`config.mk`:
```
export PLATFORM = sky130hd
export DESIGN_NAME = ca_correlator
export DESIGN_NICKNAME = d
export VERILOG_FILES = /design/src/rtl/ca_pkg.sv /design/src/rtl/epoch_counter.sv /design/src/rtl/ca_correlator.sv
export SDC_FILE = /design/constraint.sdc
export NUM_CORES = 1
export LEC_CHECK = 0
export CORE_MARGIN = 5
export CORE_UTILIZATION = 53
export DETAILED_ROUTE_END_ITERATION = 7
export GPL_ROUTABILITY_DRIVEN = 0
export MAX_ROUTING_LAYER = met4
export PLACE_DENSITY = 0.9
export SLEW_MARGIN = 20
export SYNTH_ARGS = -nofsm -noshare
export SYNTH_HDL_FRONTEND = slang
export SYNTH_HIERARCHICAL = 1
export SYNTH_SLANG_ARGS = --single-unit
```
`constraint.sdc`:
```
create_clock -name clk -period 4.12 [get_ports clk]
set_input_delay 0.824 -clock clk [delete_from_list [all_inputs] [get_ports clk]]
set_output_delay 0.824 -clock clk [all_outputs]
set_load 0.005 [all_outputs]
```
`src/rtl/ca_pkg.sv`:
```
// Shared constants and state encoding for the C/A code correlator.
package ca_pkg;

  localparam int unsigned CHIPS_PER_EPOCH = 1023;
  localparam int unsigned ACC_W_DEFAULT   = 12;
  localparam int unsigned CNT_W           = 10;

  typedef enum logic [0:0] {
    WAIT_SYNC,
    ACCUM
  } state_e;

endpackage

```
`src/rtl/epoch_counter.sv`:
```
// Chip counter for one code epoch, with terminal-count flag at CHIPS-1.
module epoch_counter
  import ca_pkg::*;
#(
  parameter int unsigned CHIPS = CHIPS_PER_EPOCH
) (
  input  logic             clk,
  input  logic             rst,
  input  logic             clear,
  input  logic             enable,
  output logic [CNT_W-1:0] count,
  output logic             last
);

  always_comb begin
    last = (count == CNT_W'(CHIPS - 1));
  end

  // A clear with a simultaneous enable counts that chip as the first of a new epoch.
  always_ff @(posedge clk) begin
    if (rst) begin
      count <= '0;
    end else if (clear) begin
      count <= enable ? CNT_W'(1) : '0;
    end else if (enable) begin
      count <= last ? '0 : count + CNT_W'(1);
    end
  end

endmodule

```
`src/rtl/ca_correlator.sv`:
```
// 1-bit sign correlator: accumulates +/-1 chip products over an epoch and dumps
// the sum through a valid/ready output register with a sticky overrun flag.
module ca_correlator
  import ca_pkg::*;
#(
  parameter int unsigned CHIPS = CHIPS_PER_EPOCH,
  parameter int unsigned ACC_W = ACC_W_DEFAULT
) (
  input  logic             clk,
  input  logic             rst,
  input  logic             in_sample,
  input  logic             in_code,
  input  logic             chip_stb,
  input  logic             sync,
  output logic [ACC_W-1:0] out_acc,
  output logic             out_valid,
  input  logic             out_ready,
  output logic             overrun,
  output logic [CNT_W-1:0] chip_cnt
);

  state_e state, state_next;

  logic                    restart;
  logic                    chip_take;
  logic                    dump;
  logic                    cnt_last;
  logic                    xfer;
  logic signed [ACC_W-1:0] acc;
  logic signed [ACC_W-1:0] prod;
  logic signed [ACC_W-1:0] acc_sum;

  always_ff @(posedge clk) begin
    if (rst) begin
      state <= WAIT_SYNC;
    end else begin
      state <= state_next;
    end
  end

  always_comb begin
    state_next = state;
    unique case (state)
      WAIT_SYNC: if (sync) state_next = ACCUM;
      ACCUM:     state_next = ACCUM;
    endcase
  end

  // sync always restarts the epoch and outranks the dump condition.
  always_comb begin
    restart   = 1'b0;
    chip_take = 1'b0;
    dump      = 1'b0;
    unique case (state)
      WAIT_SYNC: begin
        restart   = sync;
        chip_take = sync && chip_stb;
      end
      ACCUM: begin
        restart   = sync;
        chip_take = chip_stb;
        dump      = chip_stb && cnt_last && !sync;
      end
    endcase
  end

  always_comb begin
    prod    = (in_sample == in_code) ? ACC_W'(1) : '1;
    acc_sum = acc + prod;
    xfer    = out_valid && out_ready;
  end

  epoch_counter #(
    .CHIPS (CHIPS)
  ) u_epoch_counter (
    .clk    (clk),
    .rst    (rst),
    .clear  (restart),
    .enable (chip_take),
    .count  (chip_cnt),
    .last   (cnt_last)
  );

  always_ff @(posedge clk) begin
    if (rst) begin
      acc <= '0;
    end else if (restart) begin
      acc <= chip_take ? prod : '0;
    end else if (dump) begin
      acc <= '0;
    end else if (chip_take) begin
      acc <= acc_sum;
    end
  end

  // A dump landing on a held result is dropped; one landing on a transfer replaces it.
  always_ff @(posedge clk) begin
    if (rst) begin
      out_acc   <= '0;
      out_valid <= 1'b0;
      overrun   <= 1'b0;
    end else if (dump) begin
      if (!out_valid || out_ready) begin
        out_acc   <= acc_sum;
        out_valid <= 1'b1;
      end else begin
        overrun <= 1'b1;
      end
    end else if (xfer) begin
      out_valid <= 1'b0;
    end
  end

endmodule
```
==> results.sh, run 1 <==
export IMPL_synth_top_family_by_area="simple AND/OR/NAND/NOR gates"
export IMPL_grt_pass1_wl_um=7790
export IMPL_cts_sinks=37
export IMPL_pwr_share_seq=0.452
export IMPL_nNetsFinal=295
export IMPL_clock_insertion_delay_worst_skew_ns=0.29
export IMPL_fin_util=0.668
export IMPL_post_cts_buffers=0
export IMPL_synth_seq_cells=37
export IMPL_finalSetupViolations=0
export IMPL_rsz0062_at_grt="no"
export IMPL_coreArea_mm2=0.00369
export IMPL_crit_chain="clkdlybuf4s50_1 -> xor2_1 -> buf_4 -> fa_1 -> a211oi_1 -> o21bai_2 -> a21oi_2 -> a21oi_2 -> xnor2_1 -> a2111oi_2"
export IMPL_synth_avg_cell_area_um2=8.37
export IMPL_cpPeakStageDelay_ns=0.43
export IMPL_endpoint_kind="register"
export IMPL_grt_max_degree=25
export IMPL_synth_cell_types=46
export IMPL_fin_tns_setup_ns=0
export IMPL_first_global_vias=1770
export IMPL_initial_core_util=0.554
export IMPL_yosysSeqAreaShare=0.363
export IMPL_critPathBufInv=2
export IMPL_die_area_mm2=0.00520
export IMPL_worstPathRequired_ns=4.31
export IMPL_swShare=0.318
export IMPL_avgViaCountPerCell=5.98
export IMPL_hold_class="reg -> reg"
export IMPL_synth_cells=244
export IMPL_p_per_area_mw_per_mm2=347
export IMPL_start_kind="input pin"
export IMPL_synth_cell_area_mm2=0.00204
export IMPL_p_switching_mw=0.272
export IMPL_totalWireLength_um=4720
export IMPL_cpMostUsedCell="a21oi_2"
export IMPL_cts_tree="done"
export IMPL_synth_xor_area_frac=0.0472
export IMPL_ir_drop_uv=212
export IMPL_numCtsBuffers=5
export IMPL_via_count=1939
export IMPL_critPathMaxFanout=13
export IMPL_cts_root_buffer="clkbuf_8"
export IMPL_min_period_ns=3.09
export IMPL_maxSlewViolCount=0
export IMPL_max_cap_violations=0
export IMPL_p_comb_frac=0.265
export IMPL_drcViolationCount=0
export IMPL_tightest_slew_ns=1.17
export IMPL_grtUsageTotal=0.197
export IMPL_outcome="completed"
export IMPL_syn_nets=264
export IMPL_worstSetupPathType="in -> reg"
export IMPL_max_freq_mhz=324
export IMPL_drive_above_1_share=0.0688
export IMPL_antennaDiodeCount=0
export IMPL_slowest_stage="fa_1"
export IMPL_synthMuxAreaShare=0.0147
export IMPL_grt_util_met2=0.312
export IMPL_htree_levels=2
export IMPL_critical_path_top_delay_family="compound AO/OA/AOI/OAI gates"
export IMPL_grt_use_met3=0.0582
export IMPL_intPower_mw=0.583
export IMPL_yosys_area_share_simple=0.258
export IMPL_slew_headroom=0.215
export IMPL_cts_resized=0
export IMPL_hold_buffers=0
export IMPL_clkSlewWorstSetupHoldPaths_ns=0.07
export IMPL_die_y_um=72.1
export IMPL_synth_fa_ha_area_frac=0.0833
export IMPL_timing_final_crit_share=0.750
export IMPL_dp_final_hpwl_um=3300
export IMPL_fp_row_count=22
export IMPL_arrival_ns=3.28
export IMPL_portBuffers=30
export IMPL_fillers=324
export IMPL_globalRoute_totalOverflow=0
export IMPL_antenna_found_initial=0
export IMPL_grt_use_met1=0.226
export IMPL_clock_skew_ns=0.00651
export IMPL_power_share_clock=0.283
export IMPL_leakagePower_nw=0.896
export IMPL_ant_nets=0
export IMPL_grt_most_used_layer="met2"
export IMPL_area_delta_synth_final_pct=20.6
export IMPL_synth_warnings=6
export IMPL_finalHoldViolations=0
export IMPL_drt_initial_drc_count=104
export IMPL_pin_count=31
export IMPL_synth_compound_area_frac=0.212
export IMPL_post_drt_wl_per_cell_um=14.6
export IMPL_clk_path_buf_depth=2
export IMPL_drtPass1Iterations=5
export IMPL_die_x_um=72.1
[flip-flops by register name, indices dropped and copies added, names as in the netlist]
name                   count
out_valid                  1
u_epoch_counter/count     10
overrun                    1
acc                       12
out_acc                   12
state                      1
[cell usage after synthesis, drive strengths merged]
master | number | area [um2]
a311oi | 1 | 8.76
dfxtp | 37 | 741
o2111ai | 1 | 8.76
nand2b | 1 | 6.26
mux2i | 3 | 30.0
or3 | 4 | 26.3
xor2 | 6 | 52.6
nor3 | 10 | 50.1
a31oi | 5 | 31.3
ha | 12 | 150
nand3 | 10 | 55.1
fa | 1 | 20.0
nand2 | 24 | 90.1
o21ai | 8 | 40.0
o21bai | 3 | 26.3
inv | 2 | 7.51
nand4 | 4 | 25.0
or4 | 6 | 45.0
a21oi | 29 | 160
and3 | 1 | 6.26
nor2 | 28 | 108
clkbuf | 5 | 18.8
nor3b | 3 | 22.5
nand3b | 4 | 30.0
o21a | 1 | 7.51
and2 | 2 | 12.5
o31ai | 5 | 42.5
nand4b | 3 | 26.3
or2 | 1 | 6.26
a211oi | 3 | 22.5
o211ai | 2 | 15.0
a2111oi | 1 | 15.0
o311ai | 1 | 8.76
a41oi | 2 | 17.5
buf | 3 | 17.5
nor2b | 3 | 18.8
xnor2 | 5 | 43.8
a21o | 4 | 30.0
[tightest hold or removal path, stage by stage, from the launching register on]
cell and delay (ns):
dfxtp_1 0.31, nand2_1 0.05, a21oi_1 0.05
[power groups by stage]
stage	combinational, mW	sequential, mW	clock (mW)
6_report	0.226	0.387	0.242
2_1_floorplan	0.171	0.391	0
5_1_grt	0.247	0.388	0.268
4_1_cts	0.223	0.386	0.250
3_5_place_dp	0.220	0.394	0
3_3_place_gp	0.214	0.394	0
[path summary, 6_finish.rpt]
check	endpoint	start	cells after the start	slack (ns)
max	acc[8]$_SDFFE_PP0P_	in_code	10	1.03
min	out_acc[6]$_SDFFE_PP0P_	out_acc[6]$_SDFFE_PP0P_	2	0.45
max reg2reg	out_acc[7]$_SDFFE_PP0P_	u_epoch_counter/count[1]$_SDFFE_PP0P_	8	1.65
min reg2reg	out_acc[6]$_SDFFE_PP0P_	out_acc[6]$_SDFFE_PP0P_	2	0.45
[cells in the final DEF (no fill, tap or decap), types with 2 or more instances in the layout]
| cell | count |
|---|---|
| dfxtp_1 | 37 |
| clkdlybuf4s50_1 | 30 |
| nor2_1 | 27 |
| a21oi_1 | 25 |
| nand2_1 | 24 |
| ha_1 | 12 |
| nor3_1 | 10 |
| nand3_1 | 9 |
| xor2_1 | 6 |
| o21ai_0 | 6 |
| or4_1 | 6 |
| a31oi_1 | 5 |
| xnor2_1 | 5 |
| clkbuf_8 | 5 |
| a21o_1 | 4 |
| a21oi_2 | 4 |
| nand4_1 | 4 |
| nand3b_1 | 4 |
| o31ai_1 | 4 |
| nor2b_1 | 3 |
| mux2i_1 | 3 |
| nor3b_1 | 3 |
| a211oi_1 | 3 |
| nand4b_1 | 3 |
| or3_1 | 3 |
| inv_1 | 2 |
| a41oi_1 | 2 |
| and2_1 | 2 |
| o21bai_1 | 2 |
| o21ai_1 | 2 |
| clkinv_2 | 2 |
| buf_4 | 2 |
| o211ai_1 | 2 |
[metrics by stage]
| step | total power [mW] | hold WS (ns) | setup WS, ns | cell area, um2 | std cells |
|---|---|---|---|---|---|
| 4_1_cts | 0.858 | 0.457 | 1.03 | 2460 | 324 |
| 2_1_floorplan | 0.562 | 0.453 | 1.02 | 2040 | 244 |
| 5_1_grt | 0.904 | 0.485 | 0.890 | 2460 | 324 |
| 3_3_place_gp | 0.608 | 0.443 | 0.827 | 2380 | 316 |
| 6_report | 0.855 | 0.452 | 1.03 | 2460 | 324 |
| 3_5_place_dp | 0.614 | 0.447 | 0.725 | 2380 | 316 |
[cell families (layout without fill, tap and decap cells)]
| group | Yosys count | after routing |
|---|---|---|
| and+or+nand+nor | 104 | 104 |
| AOI/OAI and AO/OA | 66 | 66 |
| DFF | 37 | 37 |
| adders and majority gates | 13 | 13 |
| xor gates and xnor gates | 11 | 11 |
| buffers and inverters | 10 | 42 |
| muxes | 3 | 3 |
[layout make-up]
type / count / area [um2] / share of cell area
Timing Repair Buffer: 32 / 315 / 0.128
Tap cell: 48 / 60.1 / 0.0244
Sequential cell: 37 / 741 / 0.301
Inverter: 2 / 7.51 / 0.00305
Clock buffer: 6 / 72.6 / 0.0294
Multi-Input combinational cell: 197 / 1260 / 0.511
Clock inverter: 2 / 10.0 / 0.00406
[routing by layer]
metal  vias to the layer above  routed length [um]
met3                        10                 245
met5                         -                   0
met4                         0                 113
li1                        965                   -
met1                       912                2120
met2                        52                2240
Power figures use the tool's default switching activity.
==> run 2, diff against run 1 <==
Clock period 4.12 ns to 3.2 ns, I/O delays scaled along.
==> run 2 against run 1 <==
- clock power up 74%
- via count up 0.36%
- final cell count up 1.5%
- sequential cell count unchanged
- hold slack about the same
- cell area up 2.9%
- die area unchanged
- sequential share of layout area down 0.85 points
- setup slack worse by 0.68 ns
- combinational power up 35%
- critical path type unchanged
==> results.sh, run 2 (synthesis results as in run 1) <==
export IMPL_dpl_worst_slack_ns=0.0928
export IMPL_cpPeakStageDelay_ns=0.41
export IMPL_via_count=1946
export IMPL_globalRoute_totalOverflow=0
export IMPL_drtPass1Iterations=4
export IMPL_timing_final_crit_share=0.889
export IMPL_finalHoldViolations=0
export IMPL_grtUsageTotal=0.211
export IMPL_rsz0062_at_grt="no"
export IMPL_p_comb_frac=0.250
export IMPL_nNetsFinal=300
export IMPL_htree_levels=2
export IMPL_mostFrequentLayoutCell="dfxtp_1"
export IMPL_outcome="completed"
export IMPL_drcViolationCount=0
export IMPL_clkSlewWorstSetupHoldPaths_ns=0.07
export IMPL_pin_count=31
export IMPL_antennaDiodeCount=0
export IMPL_antenna_found_initial=0
export IMPL_stdcell_area_mm2=0.00254
export IMPL_leakagePower_nw=0.933
export IMPL_p_switching_mw=0.360
export IMPL_cts_sinks=37
export IMPL_maxSlewViolCount=0
export IMPL_slowest_stage="clkdlybuf4s50_1"
export IMPL_critPathBufInv=2
export IMPL_ir_drop_uv=354
export IMPL_clk_path_buf_depth=2
export IMPL_critical_path_top_delay_family="compound AO/OA/AOI/OAI gates"
export IMPL_most_common_layout_cells="37 x dfxtp_1, 30 x clkdlybuf4s50_1, 27 x nor2_1"
export IMPL_cts_resized=0
export IMPL_max_cap_violations=0
export IMPL_die_y_um=72.1
export IMPL_endpoint_kind="register"
export IMPL_coreArea_mm2=0.00369
export IMPL_cpMostUsedCell="a21oi_2"
export IMPL_max_freq_mhz=352
export IMPL_portBuffers=30
export IMPL_fp_row_count=22
export IMPL_first_global_vias=1840
export IMPL_worstSetupPathType="in -> reg"
export IMPL_cts_root_buffer="clkbuf_8"
export IMPL_power_share_clock=0.343
export IMPL_min_period_ns=2.84
export IMPL_ant_nets=0
export IMPL_crit_chain="clkdlybuf4s50_1 -> xor2_1 -> buf_4 -> fa_1 -> a211oi_1 -> o21bai_2 -> a21oi_2 -> a21oi_2 -> xnor2_1 -> a2111oi_2"
export IMPL_die_x_um=72.1
export IMPL_post_cts_buffers=0
export IMPL_fin_util=0.688
export IMPL_clock_insertion_delay_worst_skew_ns=0.29
export IMPL_totalWireLength_um=5040
export IMPL_drive_above_1_share=0.0854
export IMPL_cts_tree="done"
export IMPL_start_kind="input pin"
export IMPL_drt_initial_drc_count=138
export IMPL_critPathMaxFanout=13
export IMPL_finalSetupViolations=0
export IMPL_placed_cell_area_mm2=0.00242
export IMPL_slew_headroom=0.529
export IMPL_avgViaCountPerCell=5.91
export IMPL_grt_max_degree=20
export IMPL_intPower_mw=0.864
export IMPL_pwr_share_seq=0.407
export IMPL_tightest_slew_ns=0.704
export IMPL_hold_class="reg -> reg"
export IMPL_p_per_area_mw_per_mm2=482
export IMPL_clock_skew_ns=0.00559
export IMPL_grt_pass1_wl_um=8470
export IMPL_numCtsBuffers=5
export IMPL_swShare=0.294
export IMPL_setup_ws_ns=0.357
export IMPL_die_area_mm2=0.00520
export IMPL_reg_largest_list="acc x12, out_acc x12, u_epoch_counter/count x10"
export IMPL_hold_buffers=0
export IMPL_power_mw=1.22
export IMPL_fin_tns_setup_ns=0
export IMPL_initial_core_util=0.554
export IMPL_arrival_ns=3.03
export IMPL_worstPathRequired_ns=3.39
export IMPL_dp_final_hpwl_um=3540
export IMPL_post_drt_wl_per_cell_um=15.3
export IMPL_area_delta_synth_final_pct=24.1
## run 2: cell count changes in the layout (fill, tap and decap cells not counted), sizes merged
| cell | before | now |
|---|---|---|
| buf | 2 | 7 |
| clkinv | 2 | 0 |
| clkbuf | 6 | 7 |
| bufinv | 0 | 1 |
## run 2: worst paths after layout
kind	from	to	slack, ns	cells after the start
worst max-delay path	in_code	acc[8]$_SDFFE_PP0P_	0.36	10
worst min-delay path	out_acc[10]$_SDFFE_PP0P_	out_acc[10]$_SDFFE_PP0P_	0.45	2
worst max register to register	u_epoch_counter/count[0]$_SDFFE_PP0P_	out_acc[0]$_SDFFE_PP0P_	0.65	9
worst min register to register	out_acc[10]$_SDFFE_PP0P_	out_acc[10]$_SDFFE_PP0P_	0.45	2
## run 2: area by class of cell
type / count / area (um2)
multi-input cells: 197 / 1260
fillers: 308 / 1150
flip-flops and latches: 37 / 741
repair buffers: 37 / 353
clock buffers: 7 / 86.3
well taps: 48 / 60.1
clock inverters: 1 / 30.0
inverters: 2 / 7.51
## run 2: metrics by stage
| stage | hold WS [ns] | std cells |
|---|---|---|
| after floorplan | 0.453 | 244 |
| after global placement | 0.444 | 321 |
| after detailed placement | 0.446 | 321 |
| after CTS | 0.456 | 329 |
| after global routing | 0.476 | 329 |
| final | 0.453 | 329 |
## run 2: worst min-delay path, cell delays in order, from the launching register on
cell and delay (ns):
dfxtp_1 0.31, nand2_1 0.05, a21oi_1 0.05
## run 2: power by group through the flow
stage | Clock, mW | Combinational [mW] | Sequential (mW)
floorplan | 0 | 0.220 | 0.504
global placement | 0 | 0.288 | 0.507
detailed placement | 0 | 0.297 | 0.508
CTS | 0.424 | 0.301 | 0.498
global route | 0.446 | 0.340 | 0.500
finish | 0.420 | 0.306 | 0.498
## run 2: per-layer routing
layer / track usage / up-vias / wire [um]
met2: 0.347 / 60 / 2440
li1: - / 973 / -
met5: - / - / 0
met1: 0.250 / 902 / 2200
met4: 0.106 / 0 / 133
met3: 0.0319 / 11 / 263
==> run 3, diff against run 2 <==
Settings changed: CORE_MARGIN 5 to 2.
==> run 3 against run 2 <==
- register-to-register slack worse by 0.02 ns
- sequential power hardly changed
- wire length is 9.1% lower
- non-clock buffer count stayed put
- clock power is 22% lower
- first-iteration DRC count is 2.9% lower
- critical endpoint unchanged
- largest power group unchanged
==> results.sh, run 3 (synthesis results as in run 1) <==
export IMPL_portBuffers=30
export IMPL_drcViolationCount=0
export IMPL_grt_max_degree=22
export IMPL_antenna_found_initial=0
export IMPL_reg2reg_setup_slack_ns=0.63
export IMPL_antennaDiodeCount=0
export IMPL_worstSetupPathType="in -> reg"
export IMPL_die_y_um=66.1
export IMPL_initial_core_util=0.554
export IMPL_drtPass1Iterations=4
export IMPL_die_area_mm2=0.00437
export IMPL_start_kind="input pin"
export IMPL_arrival_ns=3.04
export IMPL_maxSlewViolCount=0
export IMPL_hold_depth=2
export IMPL_cts_sinks=37
export IMPL_max_freq_mhz=351
export IMPL_first_global_vias=1727
export IMPL_timing_final_crit_share=0.889
export IMPL_post_cts_buffers=0
export IMPL_fillers=301
export IMPL_ant_nets=0
export IMPL_cts_root_buffer="clkbuf_8"
export IMPL_post_drt_wl_per_cell_um=14.0
export IMPL_fp_row_count=22
export IMPL_startpoint="in_code"
export IMPL_numCtsBuffers=5
export IMPL_totalWireLength_um=4580
export IMPL_ir_drop_uv=275
export IMPL_max_cap_violations=0
export IMPL_drt_initial_drc_count=134
export IMPL_nNetsFinal=300
export IMPL_globalRoute_totalOverflow=0
export IMPL_worst_r2r_path_depth=8
export IMPL_regArea_um2=741
export IMPL_outcome="completed"
export IMPL_htree_levels=2
export IMPL_dp_final_hpwl_um=3210
export IMPL_grtUsageTotal=0.235
export IMPL_hold_end="out_acc[3]$_SDFFE_PP0P_"
export IMPL_pin_count=31
export IMPL_whs_ns=0.453
export IMPL_area_delta_synth_final_pct=22.7
export IMPL_power_mw=1.12
export IMPL_slew_headroom=0.552
export IMPL_min_period_ns=2.85
export IMPL_finalSetupViolations=0
export IMPL_hold_class="reg -> reg"
export IMPL_hp_start="out_acc[3]$_SDFFE_PP0P_"
export IMPL_hold_buffers=0
export IMPL_worstReg2RegEnd="out_acc[8]$_SDFFE_PP0P_"
export IMPL_rsz0062_at_grt="no"
export IMPL_p_per_area_mw_per_mm2=446
export IMPL_worstPathRequired_ns=3.39
export IMPL_stdcell_area_mm2=0.00251
export IMPL_cts_resized=0
export IMPL_most_common_layout_cells="37 x dfxtp_1, 30 x clkdlybuf4s50_1, 27 x nor2_1"
export IMPL_reg_largest_list="acc x12, out_acc x12, u_epoch_counter/count x10"
export IMPL_mostFrequentLayoutCell="dfxtp_1"
export IMPL_clock_skew_ns=0.00371
export IMPL_finalHoldViolations=0
export IMPL_endpoint_kind="register"
export IMPL_critPathMaxFanout=13
export IMPL_via_count=1906
export IMPL_clkSlewWorstSetupHoldPaths_ns=0.07
export IMPL_multi_input_area_mm2=0.00126
export IMPL_clk_path_buf_depth=2
export IMPL_coreArea_mm2=0.00369
export IMPL_cts_tree="done"
export IMPL_leakagePower_nw=0.919
export IMPL_die_x_um=66.1
export IMPL_fin_tns_setup_ns=0
export IMPL_fin_util=0.679
export IMPL_grt_pass1_wl_um=7670
export IMPL_worstReg2RegStart="u_epoch_counter/count[1]$_SDFFE_PP0P_"
export IMPL_placed_cell_area_mm2=0.00242
export IMPL_avgViaCountPerCell=5.81
export IMPL_drive_above_1_share=0.0821
export IMPL_clock_insertion_delay_worst_skew_ns=0.29
export IMPL_tightest_slew_ns=0.670
[run 3: changes by cell type in the layout (fill, tap and decap cells not counted)]
cell	change
bufinv_16	-1
[run 3: how the worst max path moves through the flow]
stage                                 endpoint  slack, ns
final                      acc[8]$_SDFFE_PP0P_       0.35
after global routing      acc[11]$_SDFFE_PP0P_       0.20
after CTS                  acc[8]$_SDFFE_PP0P_       0.34
after detailed placement   acc[8]$_SDFFE_PP0P_       0.06
after global placement    acc[11]$_SDFFE_PP0P_       0.12
after floorplan           acc[11]$_SDFFE_PP0P_       0.28
[run 3: power breakdown]
group | switching (mW) | internal, mW | total (mW)
clock | 0.158 | 0.171 | 0.329
sequential | 0.0166 | 0.482 | 0.498
combinational | 0.166 | 0.125 | 0.291
[run 3: metrics by stage]
stage | cells | setup WS, ns
after floorplan | 244 | 0.279
after global placement | 321 | 0.119
after detailed placement | 321 | 0.0557
after CTS | 328 | 0.338
after global routing | 328 | 0.198
final | 328 | 0.355
[run 3: worst max-delay path: stages]
cell and delay (ns):
clkdlybuf4s50_1 0.41, xor2_1 0.16, buf_4 0.19, fa_1 0.40
a211oi_1 0.30, o21bai_2 0.13, a21oi_2 0.20, a21oi_2 0.08
xnor2_1 0.15, a2111oi_2 0.37
[run 3: cell type report]
cell class,instances,area share
clock buffers,7,0.0344
inverters,2,0.00300
multi-input cells,197,0.502
flip-flops and latches,37,0.296
well taps,48,0.0240
repair buffers,37,0.141
[run 3: layer usage]
layer | global-route usage | vias up | wire, um
met3 | 0.0528 | 7 | 224
met4 | 0.102 | 0 | 74
met2 | 0.361 | 56 | 2100
met1 | 0.297 | 875 | 2180
li1 | - | 968 | -
met5 | - | - | 0
